### src/rtl/seg7_scan_driver_if.sv
// Display bus between a digit source and the scan driver: the per-digit
// input fields and the multiplexed pin-level outputs.
// No handshake: the driver samples the input fields every clock, and the
// outputs are always valid once reset is released.
interface seg7_scan_driver_if #(
  parameter int DIGITS = 8
);
  logic [4*DIGITS-1:0] digits;
  logic [DIGITS-1:0]   dp;
  logic [DIGITS-1:0]   blank;
  logic [DIGITS-1:0]   blink;
  logic [DIGITS-1:0]   an;
  logic [7:0]          segment;
  logic                frame_tick;

  modport master (
    output digits, dp, blank, blink,
    input  an, segment, frame_tick
  );

  modport slave (
    input  digits, dp, blank, blink,
    output an, segment, frame_tick
  );
endinterface

### src/rtl/seg7_scan_driver.sv
// Time-multiplexed 7-segment driver: scans DIGITS nibbles onto one shared
// active-low segment bus with active-low digit enables. Each slot opens
// with GUARD dark cycles so the previous digit's pattern cannot ghost onto
// the next anode. It also handles optional hex glyphs, per-digit decimal
// point, blanking and frame-based blinking.
module seg7_scan_driver #(
  parameter int DIGITS       = 8,
  parameter int SCAN_DIV     = 100000,
  parameter int GUARD        = 2,
  parameter int BLINK_FRAMES = 64,
  parameter int HEX_MODE     = 0
) (
  input logic               clk,
  input logic               rst,
  seg7_scan_driver_if.slave bus
);

  localparam int PW = $clog2(SCAN_DIV);
  localparam int IW = (DIGITS > 1) ? $clog2(DIGITS) : 1;
  localparam int FW = (BLINK_FRAMES > 1) ? $clog2(BLINK_FRAMES) : 1;

  localparam logic [PW-1:0] PRESC_LAST = PW'(SCAN_DIV - 1);
  localparam logic [IW-1:0] IDX_LAST   = IW'(DIGITS - 1);
  localparam logic [FW-1:0] FRAME_LAST = FW'(BLINK_FRAMES - 1);

  logic [PW-1:0]     presc_q, presc_d;
  logic [IW-1:0]     idx_q, idx_d;
  logic [FW-1:0]     frame_cnt_q, frame_cnt_d;
  logic              blink_phase_q, blink_phase_d;
  logic              frame_tick_q, frame_tick_d;
  logic [DIGITS-1:0] an_q, an_d;
  logic [7:0]        seg_q, seg_d;
  logic [3:0]        nib;

  // Codes 10..15 are blank unless hex glyphs are enabled.
  function automatic logic [6:0] glyph(input logic [3:0] v);
    logic [6:0] g;
    g = 7'h7F;
    case (v)
      4'h0: g = 7'h40;
      4'h1: g = 7'h79;
      4'h2: g = 7'h24;
      4'h3: g = 7'h30;
      4'h4: g = 7'h19;
      4'h5: g = 7'h12;
      4'h6: g = 7'h02;
      4'h7: g = 7'h78;
      4'h8: g = 7'h00;
      4'h9: g = 7'h10;
      4'hA: g = (HEX_MODE != 0) ? 7'h08 : 7'h7F;
      4'hB: g = (HEX_MODE != 0) ? 7'h03 : 7'h7F;
      4'hC: g = (HEX_MODE != 0) ? 7'h46 : 7'h7F;
      4'hD: g = (HEX_MODE != 0) ? 7'h21 : 7'h7F;
      4'hE: g = (HEX_MODE != 0) ? 7'h06 : 7'h7F;
      4'hF: g = (HEX_MODE != 0) ? 7'h0E : 7'h7F;
      default: g = 7'h7F;
    endcase
    return g;
  endfunction

  // Slot timing: prescaler, digit index, frame counter and blink phase.
  always_comb begin
    presc_d       = presc_q + PW'(1);
    idx_d         = idx_q;
    frame_cnt_d   = frame_cnt_q;
    blink_phase_d = blink_phase_q;
    frame_tick_d  = 1'b0;
    if (presc_q == PRESC_LAST) begin
      presc_d = '0;
      if (idx_q == IDX_LAST) begin
        idx_d        = '0;
        frame_tick_d = 1'b1;
        if (frame_cnt_q == FRAME_LAST) begin
          frame_cnt_d   = '0;
          blink_phase_d = ~blink_phase_q;
        end else begin
          frame_cnt_d = frame_cnt_q + FW'(1);
        end
      end else begin
        idx_d = idx_q + IW'(1);
      end
    end
  end

  // Pin patterns are based on the post-update slot position, so the
  // registered outputs line up with the slot the counters have just entered.
  always_comb begin
    nib  = bus.digits[{idx_d, 2'b00} +: 4];
    an_d = '1;
    seg_d = 8'hFF;
    if (int'(presc_d) >= GUARD) begin
      an_d[idx_d] = 1'b0;
      if (!bus.blank[idx_d] && !(bus.blink[idx_d] && blink_phase_d)) begin
        seg_d = {~bus.dp[idx_d], glyph(nib)};
      end
    end
  end

  // State and output registers; reset darkens the display immediately.
  always_ff @(posedge clk or posedge rst) begin
    if (rst) begin
      presc_q       <= '0;
      idx_q         <= '0;
      frame_cnt_q   <= '0;
      blink_phase_q <= 1'b0;
      frame_tick_q  <= 1'b0;
      an_q          <= '1;
      seg_q         <= 8'hFF;
    end else begin
      presc_q       <= presc_d;
      idx_q         <= idx_d;
      frame_cnt_q   <= frame_cnt_d;
      blink_phase_q <= blink_phase_d;
      frame_tick_q  <= frame_tick_d;
      an_q          <= an_d;
      seg_q         <= seg_d;
    end
  end

  assign bus.an         = an_q;
  assign bus.segment    = seg_q;
  assign bus.frame_tick = frame_tick_q;

endmodule

### src/flat_wrapper.sv
// flat-port wrapper written by rule: the top's interface ports become plain ports
module seg7_scan_driver_flat 
#(
  parameter int DIGITS       = 8,
  parameter int SCAN_DIV     = 100000,
  parameter int GUARD        = 2,
  parameter int BLINK_FRAMES = 64,
  parameter int HEX_MODE     = 0
)
  (clk, rst, bus_digits, bus_dp, bus_blank, bus_blink, bus_an, bus_segment, bus_frame_tick);
  seg7_scan_driver_if #(.DIGITS(DIGITS)) bus_i ();
  input logic clk;
  input logic rst;
  input wire logic [$bits(bus_i.digits)-1:0] bus_digits;
  input wire logic [$bits(bus_i.dp)-1:0] bus_dp;
  input wire logic [$bits(bus_i.blank)-1:0] bus_blank;
  input wire logic [$bits(bus_i.blink)-1:0] bus_blink;
  output wire logic [$bits(bus_i.an)-1:0] bus_an;
  output wire logic [$bits(bus_i.segment)-1:0] bus_segment;
  output wire logic [$bits(bus_i.frame_tick)-1:0] bus_frame_tick;
  assign bus_i.digits = bus_digits;
  assign bus_i.dp = bus_dp;
  assign bus_i.blank = bus_blank;
  assign bus_i.blink = bus_blink;
  assign bus_an = bus_i.an;
  assign bus_segment = bus_i.segment;
  assign bus_frame_tick = bus_i.frame_tick;
  seg7_scan_driver #(.DIGITS(DIGITS), .SCAN_DIV(SCAN_DIV), .GUARD(GUARD), .BLINK_FRAMES(BLINK_FRAMES), .HEX_MODE(HEX_MODE)) u_core (.clk(clk), .rst(rst), .bus(bus_i));
endmodule
### config.mk
export PLATFORM = sky130hd
export DESIGN_NAME = seg7_scan_driver_flat
export DESIGN_NICKNAME = d
export VERILOG_FILES = /design/src/rtl/seg7_scan_driver_if.sv /design/src/rtl/seg7_scan_driver.sv /design/src/flat_wrapper.sv
export SDC_FILE = /design/constraint.sdc
export NUM_CORES = 1
export LEC_CHECK = 0
export BUFFER_PORTS_ARGS = -buffer_cell sky130_fd_sc_hd__buf_4
export CAP_MARGIN = 20
export CELL_PAD_IN_SITES_DETAIL_PLACEMENT = 2
export CELL_PAD_IN_SITES_GLOBAL_PLACEMENT = 2
export CORE_UTILIZATION = 32
export CTS_CLUSTER_DIAMETER = 80
export DETAILED_ROUTE_END_ITERATION = 6
export PLACE_DENSITY = 0.86
export SYNTH_ARGS = -nofsm -noshare
export SYNTH_HDL_FRONTEND = slang
export SYNTH_SLANG_ARGS = --single-unit
### constraint.sdc
create_clock -name clk -period 4.1 [get_ports clk]
set_input_delay 0.82 -clock clk [delete_from_list [all_inputs] [get_ports clk]]
set_output_delay 0.82 -clock clk [all_outputs]
set_load 0.01 [all_outputs]
### Yosys cells after proc, flatten, opt, wreduce, memory -nomap -nowiden

Memory sizes are Yosys's and may differ from the RTL's.
Cells that the tools add are included.

| word-level totals | value |
|---|---|
| flip-flop bits (word level) | 44 |
| memory bits (read-only) | 112 |
| bits of input ports | 58 |
| output and inout port bits | 17 |
| logic and storage cells | 47 |
| memories | 1 |

| operators by class | value |
|---|---|
| $add $sub $neg | 3 |
| magnitude comparators | 3 |
| equality and inequality tests | 3 |
| shifts and indexed selects | 1 |
| muxes and demuxes | 20 |
| bitwise logic cells | 3 |
| reductions and logical operators | 6 |

Memories:

| name | depth | bits a word | rd ports | clocked after Yosys merged registers in | wr ports | RTL line | source |
|---|---|---|---|---|---|---|---|
| (name not given) | 16 | 7 | 1 | 0 | 0 | seg7_scan_driver.sv:39 | `case (v)` |

Operators with widths:

| operator | count |
|---|---|
| $shiftx 32x6->4 | 1 |
| $mux 8 | 3 |
| $add 17x1->17 const B | 1 |
| $eq 17x17->1 const B | 1 |
| $ge 17x2->1 const B | 1 |
| $mux 17 | 1 |
| $bmux 1 s3 | 3 |
| $mux 1 | 9 |
| $not 8->8 | 1 |
| $add 6x1->6 const B | 1 |
| $eq 6x6->1 const B | 1 |
| $mux 3 | 2 |
| $mux 6 | 1 |
| $lt 3x4->1 const B | 1 |
| $add 3x1->3 const B | 1 |
| $demux 1 s3 | 1 |
| $eq 3x3->1 const B | 1 |
| $ge 3x1->1 const B | 1 |
| $logic_and 1x1->1 | 3 |
| $logic_not 1->1 | 2 |
| $not 1->1 | 2 |
| $reduce_and 2->1 | 1 |

### Depth between registers and ports, before layout

| logic depth | value |
|---|---|
| depth in word-level cells | 10 |
| mapped depth | 16 |
| gate-level depth less buffers | 12 |

### Least setup slack after synthesis

OpenSTA, ideal clock, no wires.

| timing path | value |
|---|---|
| path kind | register to register |
| start point | register u_core.presc_q[0] |
| end point | register u_core.seg_q[3], in the netlist u_core.bus.segment[3] |
| setup time | 0.067 ns |
| data arrival time | 2.958 ns |
| data required time | 4.033 ns |
| setup slack | 1.075 ns |
| cell stages (with the launch flop) | 17 |
| path buffers | 4 |
| clock period less this slack | 3.025 ns |
| cells stage by stage | dfrtp_1 -> ha_1 -> and4_4 -> buf_6 -> and4_4 -> buf_12 -> mux2i_4 -> inv_4 -> buf_4 -> mux2i_1 -> a32oi_1 -> and3_1 -> buf_2 -> inv_1 -> ha_1 -> nor3_1 -> nand4b_1 |

| between the ends | value |
|---|---|
| word-level cells in the longest chain between the ends | 9 |
| elaborated cells between the ends (all ways) | 18 |
| those cells by class | add/sub (1); order compare (1); eq/ne (1); shift (1); mux (9); reduce/logical (4); memory (1) |

Ends and longest elaborated chain:

| what | RTL line | source |
|---|---|---|
| start, declared | seg7_scan_driver.sv:26 | `logic [PW-1:0] presc_q, presc_d;` |
| start signal, assigned | seg7_scan_driver.sv:110 | `presc_q <= presc_d;` |
| $eq 17x17->1 (*) | seg7_scan_driver.sv:68 | `if (presc_q == PRESC_LAST) begin` |
| $mux 3 (*) | seg7_scan_driver.sv:68 |  |
| net u_core.idx_d[0] | seg7_scan_driver.sv:27 | `logic [IW-1:0] idx_q, idx_d;` |
| branches (longest 5 deep; another with $mem_v2 16x7) | - |  |
| $mux 8 (*) | seg7_scan_driver.sv:93 | `if (!bus.blank[idx_d] && !(bus.blink[idx_d] && blink_phase_d)) begin` |
| $mux 8 (*) | seg7_scan_driver.sv:91 | `if (int'(presc_d) >= GUARD) begin` |
| net u_core.seg_d[3] | seg7_scan_driver.sv:32 | `logic [7:0] seg_q, seg_d;` |
| end signal, assigned | seg7_scan_driver.sv:116 | `seg_q <= seg_d;` |
| end, declared | seg7_scan_driver.sv:32 |  |

Mark *: on every way through the listed nets, which the timed path passes. The select of a mux whose other input is x is not followed.
A chain may end at the register's enable or synchronous reset.

### Worst setup path after layout

| timing path | value |
|---|---|
| start point | register u_core.idx_q[0] |
| end point | register u_core.seg_q[3], in the netlist u_core.bus.segment[3] |

| between the ends | value |
|---|---|
| word-level cells in the longest chain between the ends | 10 |
| elaborated cells between the ends (all ways) | 18 |
| those cells by class | add/sub (1); eq/ne (1); shift (1); mux (10); reduce/logical (4); memory (1) |

Ends and longest elaborated chain:

| what | RTL line | source |
|---|---|---|
| start, declared | seg7_scan_driver.sv:27 |  |
| start signal, assigned | seg7_scan_driver.sv:111 | `idx_q <= idx_d;` |
| branches (longest 8 deep; another with $mem_v2 16x7) | - |  |
| $mux 8 (*) | seg7_scan_driver.sv:93 |  |
| $mux 8 (*) | seg7_scan_driver.sv:91 |  |
| net u_core.seg_d[3] | seg7_scan_driver.sv:32 |  |

Marks and branches as above.

==> reports/qor.csv <==
metric;value;unit
status;finished clean;
reg2reg_from;u_core.idx_q[0]$_DFF_PP0_;
yosysWarnings;0;
start_util;32.9;%
period_share;86.1;%
core;9150;um2
ir_drop;109;uV
drtAntennaViolNets;0;
clock_path_buffers;2;
netlist.area_leader.share;23.3;%
fin_tns_setup;0;ns
finalNetCount;463;
netlist_instances;331;
cts_tree;done;
die_w;98.9;um
synth_edf_count;0;
n_antenna_cell;0;
synth_most_common_cell;nand2_1;
synth_flop_cell;dfrtp_1;
slew_violations;0;
grt_setup_unrepaired;no;
p_leak;1.62;nW
drive_gt1_share;29.8;%
multi_input_area;1720;um2
crit_arrival;3.78;ns
crit_type;reg2reg;
htree_levels;2;
row_count;35;
min-delay-start;u_core.presc_q[0]$_DFF_PP0_;
gp_congestion;0.837;
r2r_cells;12;
insertion_delay;0.31;ns
crit_path_end_kind;flop;
async_reset_ff_share;100;%
clock-sinks;44;
synthesis.area;3010;um2
worst_slew_pin_slew;0.856;ns
grtUsageTotal;21.0;%
synthToLayoutAreaGrowth;24.0;%
fmax;283;MHz
vias;2873;
cts_hold_buf;0;
overflow;0;
cap_violations;0;
seqCellArea;1120;um2
io_pins;75;
post-route-min-period;3.53;ns
drc;0;
fillerInstances;1010;
critPathLaunchType;flop;
grt_antenna_before_repair;0;
whs_path_depth;1;
reg2reg_slack;0.57;ns
yosysTopAreaCell;dfrtp_1;
grt_pass1_vias;3141;
cts_root_buffer;clkbuf_8;
slew_headroom;42.3;%
drtIter0Drc;75;
finalHoldViolCount;0;
io_buffer_count;74;
path_clk_slew;0.09;ns
finalSetupViolCount;0;
dieHeight;98.9;um
post-route-util;40.7;%
synth_cell_type_count;62;
vias_per_cell;5.63;
yosys-top-cells-count;nand2_1 (42), dfrtp_1 (28), nor2_1 (23);
reg2reg_to;u_core.bus.segment[3]$_DFF_PP1_;
syn_avg_cell_area;9.08;um2
place_hpwl;7370;um
grt_pass1_wl;16100;um
synth_nets;396;
hp-class;reg2reg;
postCtsResizedCells;0;
cp.required;4.35;ns
ys_seq_area_share;37.3;%
holdPathEnd;u_core.presc_q[0]$_DFF_PP0_;
cts_buffers;5;
crit_fanout;18;
dr.pass1.iters;6;
avgRoutedWirePerCell;19.0;um
synthTopCellsByArea;dfrtp_1 (23%), dfstp_2 (14%), mux2i_1 (5.3%);
totalWireLength;9680;um
synth-seq-cells;44;
clock_skew;0.0122;ns
post_cts_buffers;0;
powerDensity;239;nW/um2
grt_max_degree;45;
die-area;9790;um2
[area by class of cell]
class                           count  area share (%)
Multi-Input combinational cell    257            46.2
Sequential cell                    44            30.1
Timing Repair Buffer               78            15.7
Tap cell                          111            3.72
Clock buffer                        5            1.85
Inverter                           12            1.28
Clock inverter                      3            1.14
[critical path, cell delays in order (launching register included)]
cell and delay (ns):
dfrtp_1 0.68, ha_1 0.24, ha_1 0.31, nor2_1 0.15, mux2i_4 0.59, inv_4 0.18, mux2i_1 0.17, a32oi_1 0.14
and3_1 0.31, inv_1 0.11, ha_1 0.29, nor3_1 0.16, nand4b_1 0.13
[per-stage QoR]
stage / instance area (um2) / worst slack (ns) / hold WS [ns] / total power, mW / std cells
3_5_place_dp: 3620 / 0.615 / 0.459 / 0.557 / 502
4_1_cts: 3730 / 0.566 / 0.473 / 0.905 / 510
2_1_floorplan: 3010 / 1.07 / 0.433 / 0.492 / 331
6_report: 3730 / 0.571 / 0.463 / 0.893 / 510
5_1_grt: 3730 / 0.333 / 0.501 / 0.929 / 510
3_3_place_gp: 3620 / 0.764 / 0.444 / 0.554 / 502
[cell families (layout without fill, tap and decap cells)]
family                     after synthesis  in the layout  synth area share (%)
AOI/OAI and AO/OA                       62             62                  14.4
and+or+nand+nor                        143            143                  25.2
buffers and inverters                   30             98                  5.37
adders and majority gates                7              7                  2.91
DFF                                     44             44                  37.3
xor gates and xnor gates                21             21                  6.12
muxes                                   24             24                  8.70
[state kept, by name (all words and copies together), names as in the netlist]
| name | count |
|---|---|
| u_core.presc_q | 17 |
| u_core.bus.an | 8 |
| u_core.bus.segment | 8 |
| u_core.frame_cnt_q | 6 |
| u_core.idx_q | 3 |
| u_core.blink_phase_q | 1 |
| u_core.bus.frame_tick | 1 |
[per-layer routing]
metal | track usage, % | wire (um)
met5 | 0 | 0
met4 | 7.69 | 215
met3 | 4.04 | 470
met2 | 34.8 | 4710
met1 | 27.0 | 4270
[where the power goes]
part	internal, mW	total (mW)	switching (mW)
clock network	0.181	0.344	0.163
registers	0.443	0.445	0.00163
logic	0.0575	0.104	0.0463
[layout by cell type (no fill, tap or decap), drive strengths merged, types with 9 or more instances in the layout]
cell	Yosys	final
dfstp	16	16
a21oi	9	9
xnor2	14	14
dfrtp	28	28
nand2	42	42
nand3	22	22
o21ai	14	14
mux2i	17	17
buf	12	78
nor2	23	23
inv	12	11
nor3	9	9
[worst max path at each step]
stage               slack (ns)                               to                   startpoint  cells after the start
detailed placement        0.62  u_core.bus.segment[6]$_DFF_PP1_  u_core.presc_q[0]$_DFF_PP0_                     10
global placement          0.76  u_core.bus.segment[3]$_DFF_PP1_  u_core.presc_q[0]$_DFF_PP0_                     12
floorplan                 1.07  u_core.bus.segment[3]$_DFF_PP1_  u_core.presc_q[0]$_DFF_PP0_                     16
CTS                       0.57  u_core.bus.segment[3]$_DFF_PP1_  u_core.presc_q[0]$_DFF_PP0_                     12
finish                    0.57  u_core.bus.segment[3]$_DFF_PP1_    u_core.idx_q[0]$_DFF_PP0_                     12
global route              0.33  u_core.bus.segment[6]$_DFF_PP1_  u_core.presc_q[0]$_DFF_PP0_                     10
No activity file was read; power rests on OpenSTA's default activity.
